File: src/rtl/circuito_exp3_ativ2_dp.sv
// -----------------------------------------------------------------------------
// circuito_exp3_ativ2_dp
// Datapath for Experiment 3. It contains:
//   - a 4-bit up-counter with asynchronous clear, synchronous load and count
//     enable
//   - an unsigned magnitude comparator between the count and the switches
//   - a hex 7-segment decoder (active-low, {g,f,e,d,c,b,a}) showing the count
// The counter register is the only state. Every output is a combinational
// function of that register and of the switches, so no output adds latency.
// -----------------------------------------------------------------------------
module circuito_exp3_ativ2_dp (
    input  logic       clock,
    input  logic       zera,
    input  logic       carrega,
    input  logic       conta,
    input  logic [3:0] chaves,
    output logic       menor,
    output logic       maior,
    output logic       igual,
    output logic       fim,
    output logic [3:0] db_contagem,
    output logic [6:0] display
);

    localparam logic [3:0] COUNT_MAX = 4'hF;

    logic [3:0] count_q;
    logic [3:0] count_d;

    // Next-count selection: load has priority over increment; otherwise hold.
    // NOTE: always_comb assigns a default first, so every path drives count_d
    // and no latch can be inferred.
    always_comb begin
        count_d = count_q;
        if (carrega) begin
            count_d = chaves;
        end else if (conta) begin
            count_d = count_q + 4'd1;   // wraps naturally 15 -> 0
        end
    end

    // Counter register: zera clears it immediately, independent of the clock.
    // NOTE: sequential state uses non-blocking assignments, so every register
    // samples its pre-edge value.
    always_ff @(posedge clock or posedge zera) begin
        if (zera) begin
            count_q <= 4'd0;
        end else begin
            count_q <= count_d;
        end
    end

    // Unsigned magnitude compare. Exactly one flag is ever high.
    always_comb begin
        menor = (count_q <  chaves);
        maior = (count_q >  chaves);
        igual = (count_q == chaves);
    end

    // Terminal count and debug view of the register.
    always_comb begin
        fim         = (count_q == COUNT_MAX);
        db_contagem = count_q;
    end

    // Hex to 7-segment decode. The output is active-low, bit order {g,f,e,d,c,b,a}.
    always_comb begin
        display = 7'b1111111;
        unique case (count_q)
            4'h0: display = 7'b1000000;
            4'h1: display = 7'b1111001;
            4'h2: display = 7'b0100100;
            4'h3: display = 7'b0110000;
            4'h4: display = 7'b0011001;
            4'h5: display = 7'b0010010;
            4'h6: display = 7'b0000010;
            4'h7: display = 7'b1111000;
            4'h8: display = 7'b0000000;
            4'h9: display = 7'b0010000;
            4'hA: display = 7'b0001000;
            4'hB: display = 7'b0000011;
            4'hC: display = 7'b1000110;
            4'hD: display = 7'b0100001;
            4'hE: display = 7'b0000110;
            4'hF: display = 7'b0001110;
            default: display = 7'b1111111;
        endcase
    end

endmodule

File: config.mk
export PLATFORM = sky130hd
export DESIGN_NAME = circuito_exp3_ativ2_dp
export DESIGN_NICKNAME = d
export VERILOG_FILES = /design/src/rtl/circuito_exp3_ativ2_dp.sv
export SDC_FILE = /design/constraint.sdc
export NUM_CORES = 1
export LEC_CHECK = 0
export CAP_MARGIN = 40
export CORE_ASPECT_RATIO = 0.8
export CORE_MARGIN = 1
export CORE_UTILIZATION = 25
export CTS_CLUSTER_SIZE = 40
export DETAILED_ROUTE_END_ITERATION = 10
export SLEW_MARGIN = 5
export SYNTH_ARGS = -nofsm -noshare
export SYNTH_HDL_FRONTEND = slang
export SYNTH_SLANG_ARGS = --single-unit
File: constraint.sdc
create_clock -name clock -period 3.4 [get_ports clock]
set_input_delay 0.68 -clock clock [delete_from_list [all_inputs] [get_ports clock]]
set_output_delay 0.68 -clock clock [all_outputs]
set_load 0.05 [all_outputs]
Word-level counts from Yosys, hierarchy flattened:

Memory sizes are Yosys's and may differ from the RTL's.
Index checks and enable logic that the tools add are counted.

* flip-flop bits (word level): 4
* bits in read-only memories: 112
* input bits: 8
* output and inout port bits: 15
* logic and storage cells: 10
* memories kept: 1

Memory list
* (no name shown): depth 16, bits a word 7, read ports 1, clocked after Yosys merged registers in 0, write ports 0, line 69 `unique case (count_q)`

* add/sub/neg operators: 1
* $lt $le $gt $ge: 2
* eq/ne operators: 2
* muxes and demuxes: 2
* reductions and logical operators: 1

Operators by type and width (count)
* $mux W4: 2
* $add A4 B1 Y4 const B: 1
* $eq A4 B4 Y1: 1
* $eq A4 B4 Y1 const B: 1
* $gt A4 B4 Y1: 1
* $lt A4 B4 Y1: 1
* $reduce_bool A2 Y1: 1

Depth between registers and ports, before layout:

Gate-level depths: netlist of run 1.

* depth after elaboration: 3
* gate-level depth with buffers: 5
* gate-level depth less buffers: 5

Worst setup path before layout of run 1:

No wires, ideal clock.

* path type: reg-to-output
* start: reg count_q[0], in the netlist db_contagem[0]
* end: out maior
* data arrival time: 2429 ps
* required time: 2720 ps
* setup slack: 291 ps
* stages on the path, launching flop included: 6
* path buffers: 0
* cell sequence: dfrtp_1 -> inv_1 -> ha_1 -> nand2_1 -> nor2_1 -> a21oi_1

* longest elaborated chain between the ends: 1

RTL lines
* from (decl): line 27 `logic [3:0] count_q;`
* from (signal assigned): line 49 `count_q <= count_d;`
* $gt A4 B4 Y1: line 56 `maior = (count_q > chaves);`
* to (decl): line 18 `output logic maior,`

Every way passes these cells.

Worst setup path after layout of run 1:

* start: reg count_q[0], in the netlist db_contagem[0]
* end: out display[3]

* longest elaborated chain between the ends: 1

RTL lines
* $mem_v2 Z16 W7
* to (decl): line 22 `output logic [6:0] display`

Every way passes these cells.

==> results of run 1 <==
==> through the flow <==
stage / setup slack (ns) / cells
after floorplan: 0.2910 / 69
after global placement: 0.4721 / 113
after detailed placement: 0.4532 / 113
after CTS: 0.1788 / 116
after global routing: 0.07776 / 116
final: 0.1981 / 116
==> cell families after synthesis <==
kind of cell	share of synthesized area, %
flops	17.51
simple gates	18.82
xor+xnor	4.596
fa+ha+maj	21.88
buf+inv	8.753
compound gates	13.35
mux	15.10
==> synthesized netlist by cell type <==
master    instances
nand4_1           1
xnor2_1           1
buf_4             1
ha_1             10
inv_1             7
nor2_1            8
nor2b_1           1
or3b_1            1
and2_1            1
a32o_1            1
mux4_1            1
and3_1            1
mux2i_1           6
o21bai_1          1
o21ai_0           6
dfrtp_1           4
a22o_1            1
buf_6             1
nor2b_4           1
a21oi_1           4
nand2_1           8
xor2_1            2
buf_2             1
==> critical path, stage by stage (launching register included) <==
cell and delay, ns:
dfrtp_1 0.51, inv_1 0.19, ha_1 0.34, inv_1 0.06, mux4_1 0.47, clkdlybuf4s50_1 0.71
==> routing by layer <==
layer  vias up  part of all wire [%]
met3         0                   5.6
li1        281                     -
met1       241                    49
met4         0                     0
met2        11                    46
met5         -                     0
==> layout make-up <==
cell class / count / share of cell area (%)
Timing Repair Buffer: 22 / 28.32
Inverter: 7 / 3.130
Multi-Input combinational cell: 55 / 50.22
Sequential cell: 4 / 11.92
Tap cell: 25 / 3.726
Clock buffer: 3 / 2.683
==> power by group <==
| group | total (mW) | switching [mW] | leakage, nW | internal, mW |
|---|---|---|---|---|
| Combinational | 0.283 | 0.170 | 0.336 | 0.113 |
| Sequential | 0.0762 | 0.0226 | 0.0483 | 0.0536 |
| Clock | 0.0593 | 0.0198 | 0.0138 | 0.0395 |
==> worst max-delay path by stage <==
stage / startpoint / to / slack, ns
floorplan: db_contagem[0] / maior / 0.29
global placement: db_contagem[0] / display[3] / 0.47
detailed placement: db_contagem[0] / display[3] / 0.45
CTS: db_contagem[0] / display[3] / 0.18
global route: db_contagem[0] / display[3] / 0.08
finish: db_contagem[0] / display[3] / 0.20
==> flow_summary.toml, run 1 <==
[run_status]
outcome = "completed"

[sta]
setup_viol = 0
clock.fmax_mhz = 312.3
drv_slew = 0
period_minus_slack_ns = 3.202
hold_viol = 0
tightest_slew_ns = 0.6253
grt_setup_unrepaired = "no"
holdWs_ns = 0.6434
tns_ns = 0
timing.slew.headroom_pct = 58.32
fin_crit_sh_pct = 94.17
fin_skew_ns = 0.002963

[die]
fp.dieH_um = 44.78
die_w_um = 55.47
initial_core_util_pct = 26.49
fp.dieArea_sq_um = 2484
coreArea_sq_um = 2158
rows = 15
io_pins = 23

[grt]
grt-ovfl-total = 0
grt_pass1_wl_um = 1994
use_met3_pct = 5.444
antenna_found_initial = 0
busiest_layer = "met2"
track_usage_pct = 10.81
grt_max_degree = 18
grtUsageMet2_pct = 17.35
grt_pass1_vias = 445
gr-usage-met1_pct = 13.01

[power_and_ir_drop]
cellLeakagePower_nw = 0.3985
vdd_drop_max_mv = 0.2125
power.density_nw_per_um2 = 498.2
finalPower_uw = 418.3

[setup_path]
r2r_end = "db_contagem[1]"
critPathCaptureType = "primary output"
cp-start-kind = "flop"
cp.required_ns = 2.72
setup.worst_path.class = "flop to primary output"
cp.arrival_ns = 2.52
r2r_start = "db_contagem[0]"
crit_fanout = 9
reg2reg_depth = 4
ff2ff_setup_slack_ns = 1.99

[min_path]
min_path_type = "primary input to asynchronous set/reset pin"

[finish]
num-nets-final = 111
fin_area_sq_um = 839.6
layout-drive-gt1-share_pct = 7.692
multi_input_comb_area_sq_um = 421.7
regArea_sq_um = 100.1
final_common_cell = "clkdlybuf4s50_1"
insertedDiodeCount = 0
layout_common_cells = "clkdlybuf4s50_1 (19), ha_1 (10), nand2_1 (8), nor2_1 (8), inv_1 (7)"
fin_util_pct = 38.90
largest_reg_flops = 4
fill_cells = 230
syn2layout_area_growth_pct = 46.83

[logic_synthesis]
ys_types = 23
yosys_register_bits = 4
ys_seq_area_share_pct = 17.51
synth_fp_nets = 87
yosysWarnings = 0
synth_area_per_cell_sq_um = 8.287
synth_largest_area_cell = "ha_1"
netlist_area_sq_um = 571.8
syn_inst = 69
synth_top_area_share_pct = 21.88
synth_area_leaders = "ha_1 (22%), dfrtp_1 (18%), mux2i_1 (11%), o21ai_0 (5.3%), nand2_1 (5.3%)"

[placement]
port_buffers = 22
place_congestion = 0.7420
hpwlAfterDp_um = 970
place_area_sq_um = 817.0

[clock_tree]
clk_pin_slew_worst_paths_ns = 0.04
cts_tree = "built"
clockBufferDepth = 2
cts_num_sinks = 4
root_buffer = "clkbuf_4"
postCtsSetupBuffers = 0
cts_hold_buffers = 0
cts_buffers = 3
htreeDepth = 1
clk-insertion-delay-late_ns = 0.24
ctsResizeCount = 0

[flow_run]
drv_cap = 0

[detailed_routing]
num_vias = 533
vias_per_cell = 4.595
wl_um = 1217
antenna_left = 0
drcViolationCount = 0
drtIter0Drc = 9
dr.pass1.iters = 4
wire_per_inst_um = 10.49
Power figures use the tool's default switching activity.
==> run 2, diff against run 1 <==
clock period = 3.57 ns   (was 3.4 ns; I/O delays follow)
==> run 2 against run 1 <==
Against the previous run:
- design area is 1.5% lower
- critical path depth stayed put
- via count is 1.7% lower
- sequential share of layout area is 0.18 points higher
- wire length is 0.41% higher
- hold slack better by 0.038 ns
- sequential power is 4.2% lower
- count of clock-buffer cells in the layout stayed put
- register-to-register slack better by 0.11 ns
- worst setup slack better by 0.13 ns
- global-route usage is 0.070 points lower
- critical path type unchanged
- largest cell class unchanged
- highest routed layer unchanged
==> flow_summary.toml, run 2 (same netlist as run 1, synthesis figures left out) <==
[run_status]
outcome = "completed"

[placement]
hpwlAfterDp_um = 1013
port_buffers = 22
place_area_sq_um = 804.5
pre_cts_slack_ns = 0.5712
place_congestion = 0.7326

[sta]
finalWorstSetupSlack_ns = 0.3316
fin_crit_sh_pct = 90.71
grt_setup_unrepaired = "no"
hold_viol = 0
fin_skew_ns = 0.003109
period_minus_slack_ns = 3.238
timing.slew.headroom_pct = 57.73
setup_viol = 0
tightest_slew_ns = 0.6340
clock.fmax_mhz = 308.8
tns_ns = 0
drv_slew = 0

[power_and_ir_drop]
switching_share_pct = 51.42
combPwrFrac_pct = 67.1
switchingPower_uw = 201.1
p_int_uw = 189.9
power.density_nw_per_um2 = 472.8
vdd_drop_max_mv = 0.2202
cellLeakagePower_nw = 0.3945
p_seq_share_pct = 18.7
clkPwrFrac_pct = 14.2

[setup_path]
ff2ff_setup_slack_ns = 2.10
cp_top_family = "buffers and inverters"
startpoint = "db_contagem[0]"
critPathCaptureType = "primary output"
setup.worst_path.class = "flop to primary output"
cp.arrival_ns = 2.52
crit_cells = 5
crit_end = "display[3]"
cp.required_ns = 2.86
reg2reg_depth = 4
r2r_start = "db_contagem[0]"
cp-start-kind = "flop"
worst-path-buf-inv = 3
r2r_end = "db_contagem[1]"
slowest_delay_ns = 0.71
crit_fanout = 9
worstPathCellList = "inv_1, ha_1, inv_1, mux4_1, clkdlybuf4s50_1"
worst_path_max_delay_cell = "clkdlybuf4s50_1"
crit_top_cell = "inv_1"

[clock_tree]
clk_pin_slew_worst_paths_ns = 0.04
postCtsSetupBuffers = 0
cts_tree = "built"
root_buffer = "clkbuf_4"
cts_buffers = 3
cts_num_sinks = 4
clk-insertion-delay-late_ns = 0.24
ctsResizeCount = 0
clockBufferDepth = 2
htreeDepth = 1
cts_hold_buffers = 0

[die]
rows = 15
initial_core_util_pct = 26.49
die_w_um = 55.47
io_pins = 23
fp.dieH_um = 44.78
coreArea_sq_um = 2158
fp.dieArea_sq_um = 2484

[detailed_routing]
wl_um = 1222
dr.pass1.iters = 3
drtIter0Drc = 8
wire_per_inst_um = 10.53
antenna_left = 0
num_vias = 524
vias_per_cell = 4.517
drcViolationCount = 0

[grt]
antenna_found_initial = 0
track_usage_pct = 10.74
grt_pass1_vias = 451
grt_pass1_wl_um = 2014
grt_max_degree = 18
grt-ovfl-total = 0

[flow_run]
drv_cap = 0

[finish]
fin_area_sq_um = 827.0
num-nets-final = 111
fin_util_pct = 38.32
layout-drive-gt1-share_pct = 7.692
layout_common_cells = "clkdlybuf4s50_1 (19), ha_1 (10), nand2_1 (8), nor2_1 (8), inv_1 (7)"
final_common_cell = "clkdlybuf4s50_1"
insertedDiodeCount = 0
largest_reg_flops = 4
syn2layout_area_growth_pct = 44.64

[min_path]
min_path_type = "primary input to asynchronous set/reset pin"
run 2: changes by cell type in the layout (fill, tap and decap cells not counted):
| cell | before | now |
|---|---|---|
| buf_12 | 2 | 1 |
| buf_4 | 1 | 2 |
run 2: through the flow:
step	instances	total power, mW	hold slack, ns
detailed placement	113	0.3376	0.7824
global placement	113	0.3361	0.7701
global route	116	0.4176	0.7041
finish	116	0.3910	0.6815
floorplan	69	0.2538	0.4801
CTS	116	0.3949	0.6810
run 2: area by class of cell:
class / instances / area (sq um)
Fill cell: 218 / 1331
Inverter: 7 / 26.28
Tap cell: 25 / 31.28
Clock buffer: 3 / 22.52
Sequential cell: 4 / 100.1
Multi-Input combinational cell: 55 / 421.7
Timing Repair Buffer: 22 / 225.2
run 2: power groups by stage:
stage	clock [mW]	sequential [mW]	combinational, mW
2_1_floorplan	0	0.0821	0.172
3_3_place_gp	0	0.0728	0.263
3_5_place_dp	0	0.0736	0.264
4_1_cts	0.0573	0.0729	0.265
5_1_grt	0.0621	0.0755	0.280
6_report	0.0556	0.0730	0.262
run 2: worst min path at each step:
stage | from | end | slack [ns]
floorplan | zera | db_contagem[0] | 0.48
global placement | db_contagem[1] | db_contagem[1] | 0.77
detailed placement | db_contagem[0] | db_contagem[0] | 0.78
CTS | zera | db_contagem[0] | 0.68
global route | zera | db_contagem[3] | 0.70
finish | zera | db_contagem[0] | 0.68
run 2: layer usage:
metal / GRT usage [%] / routed length (um)
met1: 14.04 / 614
met2: 16.63 / 548
met3: 5.158 / 60
met4: 1.500 / 0
met5: 0 / 0
